$ cat config.mk
export PLATFORM = sky130hd
export DESIGN_NAME = hs32_sram16
export DESIGN_NICKNAME = d
export VERILOG_FILES = /design/src/rtl/hs32_mem_pkg.sv /design/src/rtl/hs32_sram16.sv
export SDC_FILE = /design/constraint.sdc
export NUM_CORES = 1
export LEC_CHECK = 0
export ABC_AREA = 1
export CAP_MARGIN = 10
export CORE_MARGIN = 1
export CORE_UTILIZATION = 49
export CTS_BUF_LIST = sky130_fd_sc_hd__clkbuf_4
export DETAILED_ROUTE_END_ITERATION = 16
export GPL_ROUTABILITY_DRIVEN = 1
export PLACE_DENSITY_LB_ADDON = 0.05
export SLEW_MARGIN = 15
export SYNTH_ARGS = -nofsm -noshare
export SYNTH_HDL_FRONTEND = slang
export SYNTH_SLANG_ARGS = --single-unit
$ cat constraint.sdc
create_clock -name clk -period 2.5 [get_ports clk]
set_clock_uncertainty 0.1 [all_clocks]
set_input_delay 0.5 -clock clk [delete_from_list [all_inputs] [get_ports clk]]
set_output_delay 0.5 -clock clk [all_outputs]
set_load 0.02 [all_outputs]
$ cat src/rtl/hs32_mem_pkg.sv
// Shared hs32 memory bus definitions.
// Used by the SRAM responder, the arbiter and the requesters.
package hs32_mem_pkg;

  localparam logic RW_READ  = 1'b0;
  localparam logic RW_WRITE = 1'b1;

  // done is a single-cycle pulse, one per accepted request
  localparam int DONE_PULSE_CYCLES = 1;

endpackage

$ cat src/rtl/hs32_sram16.sv
// hs32 memory bus responder for a 16-bit asynchronous SRAM.
// Each 32-bit request is served as a LO then a HI halfword access.
module hs32_sram16
  import hs32_mem_pkg::*;
#(
  parameter int AW      = 17,
  parameter int WAIT_RD = 2,
  parameter int WAIT_WR = 2
) (
  input  logic          clk,
  input  logic          rstn,
  input  logic [31:0]   addr,
  input  logic          rw,
  input  logic [31:0]   dout,
  input  logic          valid,
  output logic [31:0]   din,
  output logic          done,
  output logic [AW-1:0] sram_a,
  output logic [15:0]   sram_dq_o,
  input  logic [15:0]   sram_dq_i,
  output logic          sram_dq_oe,
  output logic          sram_ce_n,
  output logic          sram_oe_n,
  output logic          sram_we_n
);

  localparam int WMAX =
    (WAIT_RD > WAIT_WR) ? WAIT_RD : WAIT_WR;
  localparam int CW = $clog2(WMAX + 1);

  localparam logic [CW-1:0] NRD = CW'(WAIT_RD);
  localparam logic [CW-1:0] NWR = CW'(WAIT_WR);
  localparam logic [CW-1:0] ONE = CW'(1);

  localparam logic [1:0] S_IDLE = 2'd0;
  localparam logic [1:0] S_LO   = 2'd1;
  localparam logic [1:0] S_HI   = 2'd2;
  localparam logic [1:0] S_DONE = 2'd3;

  logic [1:0]    st, st_n;
  logic [CW-1:0] cnt, cnt_n;
  logic          rw_q, rw_n;
  logic [AW-2:0] wa_q, wa_n;
  logic [31:0]   wd_q, wd_n;
  logic [CW-1:0] lim, lim_n, last;
  logic          take;

  logic          done_d;
  logic [AW-1:0] a_d;
  logic [15:0]   dq_d;
  logic          oen_d;
  logic          ce_d;
  logic          oe_d;
  logic          we_d;

  logic unused_addr;
  assign unused_addr = ^{addr[31:AW+1], addr[1:0]};

  // request fields are frozen from the accepting edge to the next IDLE
  assign take  = (st == S_IDLE) && valid;
  assign rw_n  = take ? rw : rw_q;
  assign wa_n  = take ? addr[AW:2] : wa_q;
  assign wd_n  = take ? dout : wd_q;
  assign lim   = (rw_q == RW_WRITE) ? NWR : NRD;
  assign lim_n = (rw_n == RW_WRITE) ? NWR : NRD;
  assign last  = lim - ONE;

  always_ff @(posedge clk or negedge rstn) begin
    if (!rstn) begin
      st   <= S_IDLE;
      cnt  <= '0;
      rw_q <= RW_READ;
      wa_q <= '0;
      wd_q <= '0;
    end else begin
      st   <= st_n;
      cnt  <= cnt_n;
      rw_q <= rw_n;
      wa_q <= wa_n;
      wd_q <= wd_n;
    end
  end

  always_comb begin
    st_n  = st;
    cnt_n = cnt;
    unique case (st)
      S_IDLE: begin
        if (valid) begin
          st_n  = S_LO;
          cnt_n = '0;
        end
      end
      S_LO: begin
        if (cnt == lim) begin
          st_n  = S_HI;
          cnt_n = '0;
        end else begin
          cnt_n = cnt + ONE;
        end
      end
      S_HI: begin
        if (cnt == lim) begin
          st_n  = S_DONE;
          cnt_n = '0;
        end else begin
          cnt_n = cnt + ONE;
        end
      end
      S_DONE:  st_n = S_IDLE;
      default: st_n = S_IDLE;
    endcase
  end

  // pins are registered from the upcoming state so strobes never glitch
  always_comb begin
    done_d = 1'b0;
    a_d    = sram_a;
    dq_d   = sram_dq_o;
    oen_d  = 1'b0;
    ce_d   = 1'b1;
    oe_d   = 1'b1;
    we_d   = 1'b1;
    unique case (st_n)
      S_LO, S_HI: begin
        ce_d = 1'b0;
        a_d  = {wa_n, st_n == S_HI};
        if (cnt_n < lim_n) begin
          if (rw_n == RW_WRITE) we_d = 1'b0;
          else                  oe_d = 1'b0;
        end
        if (rw_n == RW_WRITE) begin
          oen_d = 1'b1;
          dq_d  = (st_n == S_HI) ? wd_n[31:16]
                                 : wd_n[15:0];
        end
      end
      S_DONE:  done_d = 1'b1;
      default: done_d = 1'b0;
    endcase
  end

  always_ff @(posedge clk or negedge rstn) begin
    if (!rstn) begin
      din        <= '0;
      done       <= 1'b0;
      sram_a     <= '0;
      sram_dq_o  <= '0;
      sram_dq_oe <= 1'b0;
      sram_ce_n  <= 1'b1;
      sram_oe_n  <= 1'b1;
      sram_we_n  <= 1'b1;
    end else begin
      done       <= done_d;
      sram_a     <= a_d;
      sram_dq_o  <= dq_d;
      sram_dq_oe <= oen_d;
      sram_ce_n  <= ce_d;
      sram_oe_n  <= oe_d;
      sram_we_n  <= we_d;
      // sample on the last strobe edge, before oe_n rises
      if (rw_q == RW_READ && cnt == last) begin
        if (st == S_LO) din[15:0]  <= sram_dq_i;
        if (st == S_HI) din[31:16] <= sram_dq_i;
      end
    end
  end

endmodule

==> results.toml, run 1 <==
[synthesis]
ys_top_cells_by_count = "170 x nand2_1, 120 x dfrtp_1, 89 x inv_1, 82 x nand3_1, 32 x and2_1"
ys_seq_elements = 123
synth_fp_nets = 712
synth.yosys.seq_area_share_pct = 57.1
synth.area.top_cells = "dfrtp_1 56%, nand2_1 12%, nand3_1 7.6%"
synthMostInstantiatedCell = "nand2_1"
synth.largest_area_cell = "dfrtp_1"
avgSynthCellArea_um2 = 8.69
netlist_area_mm2 = 0.00539
yosysWarnings = 0
async_flop_share_pct = 100
synth_top_area_share_pct = 55.7
synth_cell_type_count = 26
yosys_most_used_dff = "dfrtp_1"
syn_inst = 621
synth-edff-count = 0

[timing]
min_period_ps = 2290
slew_headroom_pct = 61.8
tightest_slew_ps = 573
tns_ps = 0
setup_viol_count_final = 0
fin_crit_sh_pct = 91.5
rsz0062_at_grt = "false"
final-hold-violation-count = 0
fmax_mhz = 437
finalMaxSlewViolations = 0

[place]
io_buffers = 137
post-dp-hpwl_um = 8030
dpl_cell_area_mm2 = 0.00685
place_congestion = 0.723

[global_route]
grt_max_degree = 52
grt_pass1_wl_um = 20900
antenna_found_initial = 0
grt_pass1_vias = 4418
grt_use_total_pct = 23.6
grt_overflow = 0

[drt]
dr.first_iter.drc_count = 245
wl_per_cell_um = 13.7
vias = 4418
ant_nets = 0
viasPerCell = 4.89
totalWireLength_um = 12400
drc = 0
drt-pass1-iter-count = 7

[worst_setup_path]
critPathLaunchType = "flip-flop"
critical_path_class = "flip-flop to flip-flop"
required_ps = 2830
crit_slowest_cell = "dfrtp_1"
slowest_delay_ps = 420
critPathCaptureType = "flip-flop"
crit_chain = "inv_1 > ha_2 > o21ai_0 > a21oi_2 > ha_1 > inv_2 > buf_6 > nor2_1 > a31oi_1"
cp_max_fo = 33
crit_arrival_ps = 2620

[die]
die_area_mm2 = 0.0114
die-height_um = 107
initial_core_util_pct = 51.3
rows = 37
fp.coreArea_mm2 = 0.0105
io_pins = 154
die_w_um = 107

[clock_network]
path_clk_slew_ps = 100
cts_htree_levels = 4
clkSinkCount = 123
cts-root-buf = "clkbuf_4"
clkLatencyLatePin_ps = 520
cts_tree = "done"
clockBufferDepth = 2
numCtsBuffers = 17

[pwr]
p_comb_share_pct = 49.0
p_total_mw = 9.17
power_density_mw_per_mm2 = 1290
seq_power_share_pct = 36.5
p_int_mw = 5.43
pwr-share-clk_pct = 14.5
power.leakage_nw = 3.60
p_sw_share_pct = 40.8
peakVddDrop_uv = 737
p_switching_mw = 3.74

[finish]
area_growth_pct = 32.3
diodes = 0
layout-drive-gt1-share_pct = 7.03
stdcell_area_mm2 = 0.00713
nets = 847

[job]
max_cap_violations = 0

[worst_hold_path]
hold_class = "input port to flip-flop"

[status]
outcome = "finished, final reports clean"
-- path summary, 6_finish.rpt --
check	cells after the start	from	endpoint	slack, ps
setup / recovery	9	st[0]	sram_a[8]	210
hold / removal	3	valid	wa_q[10]	300
setup reg to reg	9	st[0]	sram_a[8]	210
hold reg to reg	2	wa_q[9]	wa_q[9]	380
max in group asynchronous	3	rstn	sram_we_n	1200
min in group asynchronous	2	rstn	sram_dq_o[8]	380
-- layout by cell type (no fill, tap or decap), types with 3 or more instances in the layout --
cell type	netlist	final
nand2_1	170	170
clkdlybuf4s50_1	0	135
dfrtp_1	120	120
inv_1	89	89
nand3_1	82	82
and2_1	32	32
o21ai_0	31	31
nor2_1	20	20
clkbuf_4	0	18
a31oi_1	16	16
buf_4	2	7
ha_1	7	6
o21ai_1	5	5
clkinvlp_4	0	5
clkinv_1	1	4
nand2_4	3	3
nand3_2	3	3
dfstp_2	3	3
-- critical path, delay by kind of cell (launching register included) --
kind,cells,cell delay [ps]
adder cells (fa/ha/maj),2,600
buffers and inverters,3,510
AO/OA/AOI/OAI,3,500
flip-flops,1,420
AND/OR/NAND/NOR,1,80
-- cell families (layout without fill, tap and decap cells) --
group / count (synthesis) / count (layout) / synth area share, %
flops: 123 / 123 / 57.1
compound gates: 54 / 54 / 5.43
buf+inv: 123 / 270 / 9.63
simple gates: 314 / 314 / 26.2
fa+ha+maj: 7 / 7 / 1.62
-- timing repair --
action / CTS / global route
hold buffers: 1 / 0
buffers inserted: 0 / 0
hold endpoints to repair: 38 / 0
gates resized for setup: 0 / 3
endpoints found under the setup margin: 0 / 33
-- cell type report --
class	count	area [µm²]
Clock buffer	18	135
Multi-Input combinational cell	375	1800
Inverter	92	350
Timing Repair Buffer	147	1470
Sequential cell	123	3080
Clock inverter	13	128
Fill cell	891	3370
Tap cell	136	170
-- layer usage --
metal	global-route usage, %	share of wire (%)	vias up	wire [µm]
met5	0	0	-	0
li1	-	-	2196	-
met1	31.1	46	2069	5740
met2	37.1	45	146	5580
met4	7.73	0.62	0	77
met3	7.66	7.8	7	966
-- power groups by stage --
stage	Sequential [mW]	Combinational (mW)	Clock (mW)
CTS	3.35	4.50	1.37
detailed placement	3.38	4.47	0
global placement	3.34	4.35	0
global route	3.45	4.97	1.45
floorplan	3.99	2.13	0
finish	3.35	4.50	1.33
-- flip-flops by register name, summed over array words and instances (netlist names) --
register,flops
st,2
wd_q,32
wa_q,16
rw_q,1
sram_ce_n,1
cnt,2
done,1
sram_a,17
sram_we_n,1
sram_dq_o,16
din,32
sram_oe_n,1
sram_dq_oe,1
-- stage by stage --
step / instances / utilization (%) / hold slack [ps] / worst slack, ps
after detailed placement: 872 / 65.2 / 353 / 115
after floorplan: 621 / - / 104 / 210
final: 904 / 67.9 / 305 / 211
after global placement: 872 / 65.2 / 348 / 258
after CTS: 904 / 67.8 / 249 / 92.8
after global routing: 904 / 67.9 / 259 / 38.4
(Power assumes the default switching activity.)
==> run 2: changes to the inputs <==
--- a/config.mk
+++ b/config.mk
@@ -8,12 +8,11 @@
 export ABC_AREA = 1
 export CAP_MARGIN = 10
 export CORE_MARGIN = 1
-export CORE_UTILIZATION = 49
+export CORE_UTILIZATION = 50
 export CTS_BUF_LIST = sky130_fd_sc_hd__clkbuf_4
 export DETAILED_ROUTE_END_ITERATION = 16
 export GPL_ROUTABILITY_DRIVEN = 1
 export PLACE_DENSITY_LB_ADDON = 0.05
-export SLEW_MARGIN = 15
 export SYNTH_ARGS = -nofsm -noshare
 export SYNTH_HDL_FRONTEND = slang
 export SYNTH_SLANG_ARGS = --single-unit
==> constraint.sdc (replaced) <==
create_clock -name clk -period 2.9 [get_ports clk]
set_clock_uncertainty 0.1 [all_clocks]
set_input_delay 0.58 -clock clk [delete_from_list [all_inputs] [get_ports clk]]
set_output_delay 0.58 -clock clk [all_outputs]
set_load 0.02 [all_outputs]
==> results.toml, run 2 (synthesis gave the netlist of run 1 again) <==
[status]
outcome = "finished, final reports clean"

[timing]
min_period_ps = 2580
final-hold-violation-count = 0
slew_headroom_pct = 57.0
hold_slack_ps = 380
fin_crit_sh_pct = 89.0
finalMaxSlewViolations = 0
fmax_mhz = 388
tns_ps = 0
tightest_slew_ps = 645
setup_viol_count_final = 0
rsz0062_at_grt = "false"

[drt]
met3_length_um = 787
vias = 4438
ant_nets = 0
totalWireLength_um = 12200
viasPerCell = 4.90
wl_per_cell_um = 13.5
wl_met2_um = 5640
drc = 0
wl_met1_um = 5620
maxUsedRoutingLayer = "met4"
dr.first_iter.drc_count = 238
drt-pass1-iter-count = 4

[pwr]
p_comb_share_pct = 48.6
p_switching_mw = 3.21
p_sw_share_pct = 40.7
power.leakage_nw = 3.60
p_int_mw = 4.68
seq_power_share_pct = 36.6
peakVddDrop_uv = 590
pwr-share-clk_pct = 14.7
p_total_mw = 7.89
power_density_mw_per_mm2 = 1110

[global_route]
antenna_found_initial = 0
grt_max_degree = 50
grt_overflow = 0
grt_use_total_pct = 23.7
grt_pass1_wl_um = 20800
grt_pass1_vias = 4430

[clock_network]
cts-root-buf = "clkbuf_4"
cts_tree = "done"
cts_htree_levels = 4
clkSinkCount = 123
clkLatencyLatePin_ps = 490
clockBufferDepth = 2
numCtsBuffers = 17
path_clk_slew_ps = 110

[worst_setup_path]
critPathCaptureType = "flip-flop"
critPathLaunchType = "flip-flop"
rr_worst_depth = 11
required_ps = 3240
cp_max_fo = 19
r2r_slack_ps = 320
critical_path_class = "flip-flop to flip-flop"
crit_arrival_ps = 2920

[die]
fp.coreArea_mm2 = 0.0104
initial_core_util_pct = 52.0
io_pins = 154
die_w_um = 106
rows = 37
die_area_mm2 = 0.0112
die-height_um = 106

[finish]
stdcell_area_mm2 = 0.00713
layout-drive-gt1-share_pct = 7.28
layout_common_cells = "170 x nand2_1, 135 x clkdlybuf4s50_1, 120 x dfrtp_1"
final_util_pct = 68.8
diodes = 0
area_growth_pct = 32.2
nets = 847
final_common_cell = "nand2_1"
top_regs = "din (32), wd_q (32), sram_a (17)"

[place]
io_buffers = 137
place_congestion = 0.771
post-dp-hpwl_um = 8030
dpl_cell_area_mm2 = 0.00684

[worst_hold_path]
hold_class = "flip-flop to flip-flop"
holdPathStages = 2

[job]
max_cap_violations = 0
[run 2: changes by cell type in the layout (fill, tap and decap cells not counted), sizes merged]
cell      delta
clkinvlp     +2
clkbuf       -1
inv          -1
clkinv       +1
[run 2: worst max-delay path, cell delays in order, from the launching register on]
cell and delay [ps]:
dfrtp_1 430, inv_1 130, ha_2 390, nand2_4 220, o211ai_1 140, nand2_1 100, ha_1 360, inv_2 110
nand2_4 160, inv_4 240, nand2_1 90, nand2_1 60
[run 2: layer usage]
metal / vias to the layer above / GRT usage [%]
li1: 2206 / -
met4: 0 / 7.54
met3: 13 / 5.81
met2: 141 / 37.5
met1: 2078 / 32.2
met5: - / 0
[run 2: layout make-up]
class / instances / area, µm²
Clock buffer: 17 / 128
Clock inverter: 15 / 153
Fill cell: 867 / 3240
Inverter: 92 / 352
Multi-Input combinational cell: 375 / 1800
Sequential cell: 123 / 3080
Tap cell: 136 / 170
Timing Repair Buffer: 147 / 1450
[run 2: power by group through the flow]
stage	Sequential, mW	Clock [mW]	Combinational (mW)
6_report	2.89	1.16	3.84
2_1_floorplan	3.44	0	1.83
4_1_cts	2.89	1.19	3.87
3_5_place_dp	2.92	0	3.84
3_3_place_gp	2.89	0	3.74
5_1_grt	2.98	1.27	4.26
[run 2: timing repair]
action	CTS	global route
endpoints found under the setup margin	0	17
gates resized for setup	0	1
hold buffers	1	0
setup buffers	0	0
endpoints found under the hold margin	26	0
[run 2: final timing paths]
kind	start	end
min	wa_q[4]	wa_q[4]
min in group asynchronous	rstn	wd_q[7]
max reg2reg	st[1]	sram_dq_o[10]
max in group asynchronous	rstn	wa_q[15]
max	st[1]	sram_dq_o[10]
min reg2reg	wa_q[4]	wa_q[4]
[run 2: metrics by stage]
step | worst slack [ps] | cells
floorplan | 610 | 621
global placement | 254 | 872
detailed placement | 190 | 872
CTS | 175 | 905
global route | 58.3 | 905
finish | 320 | 905
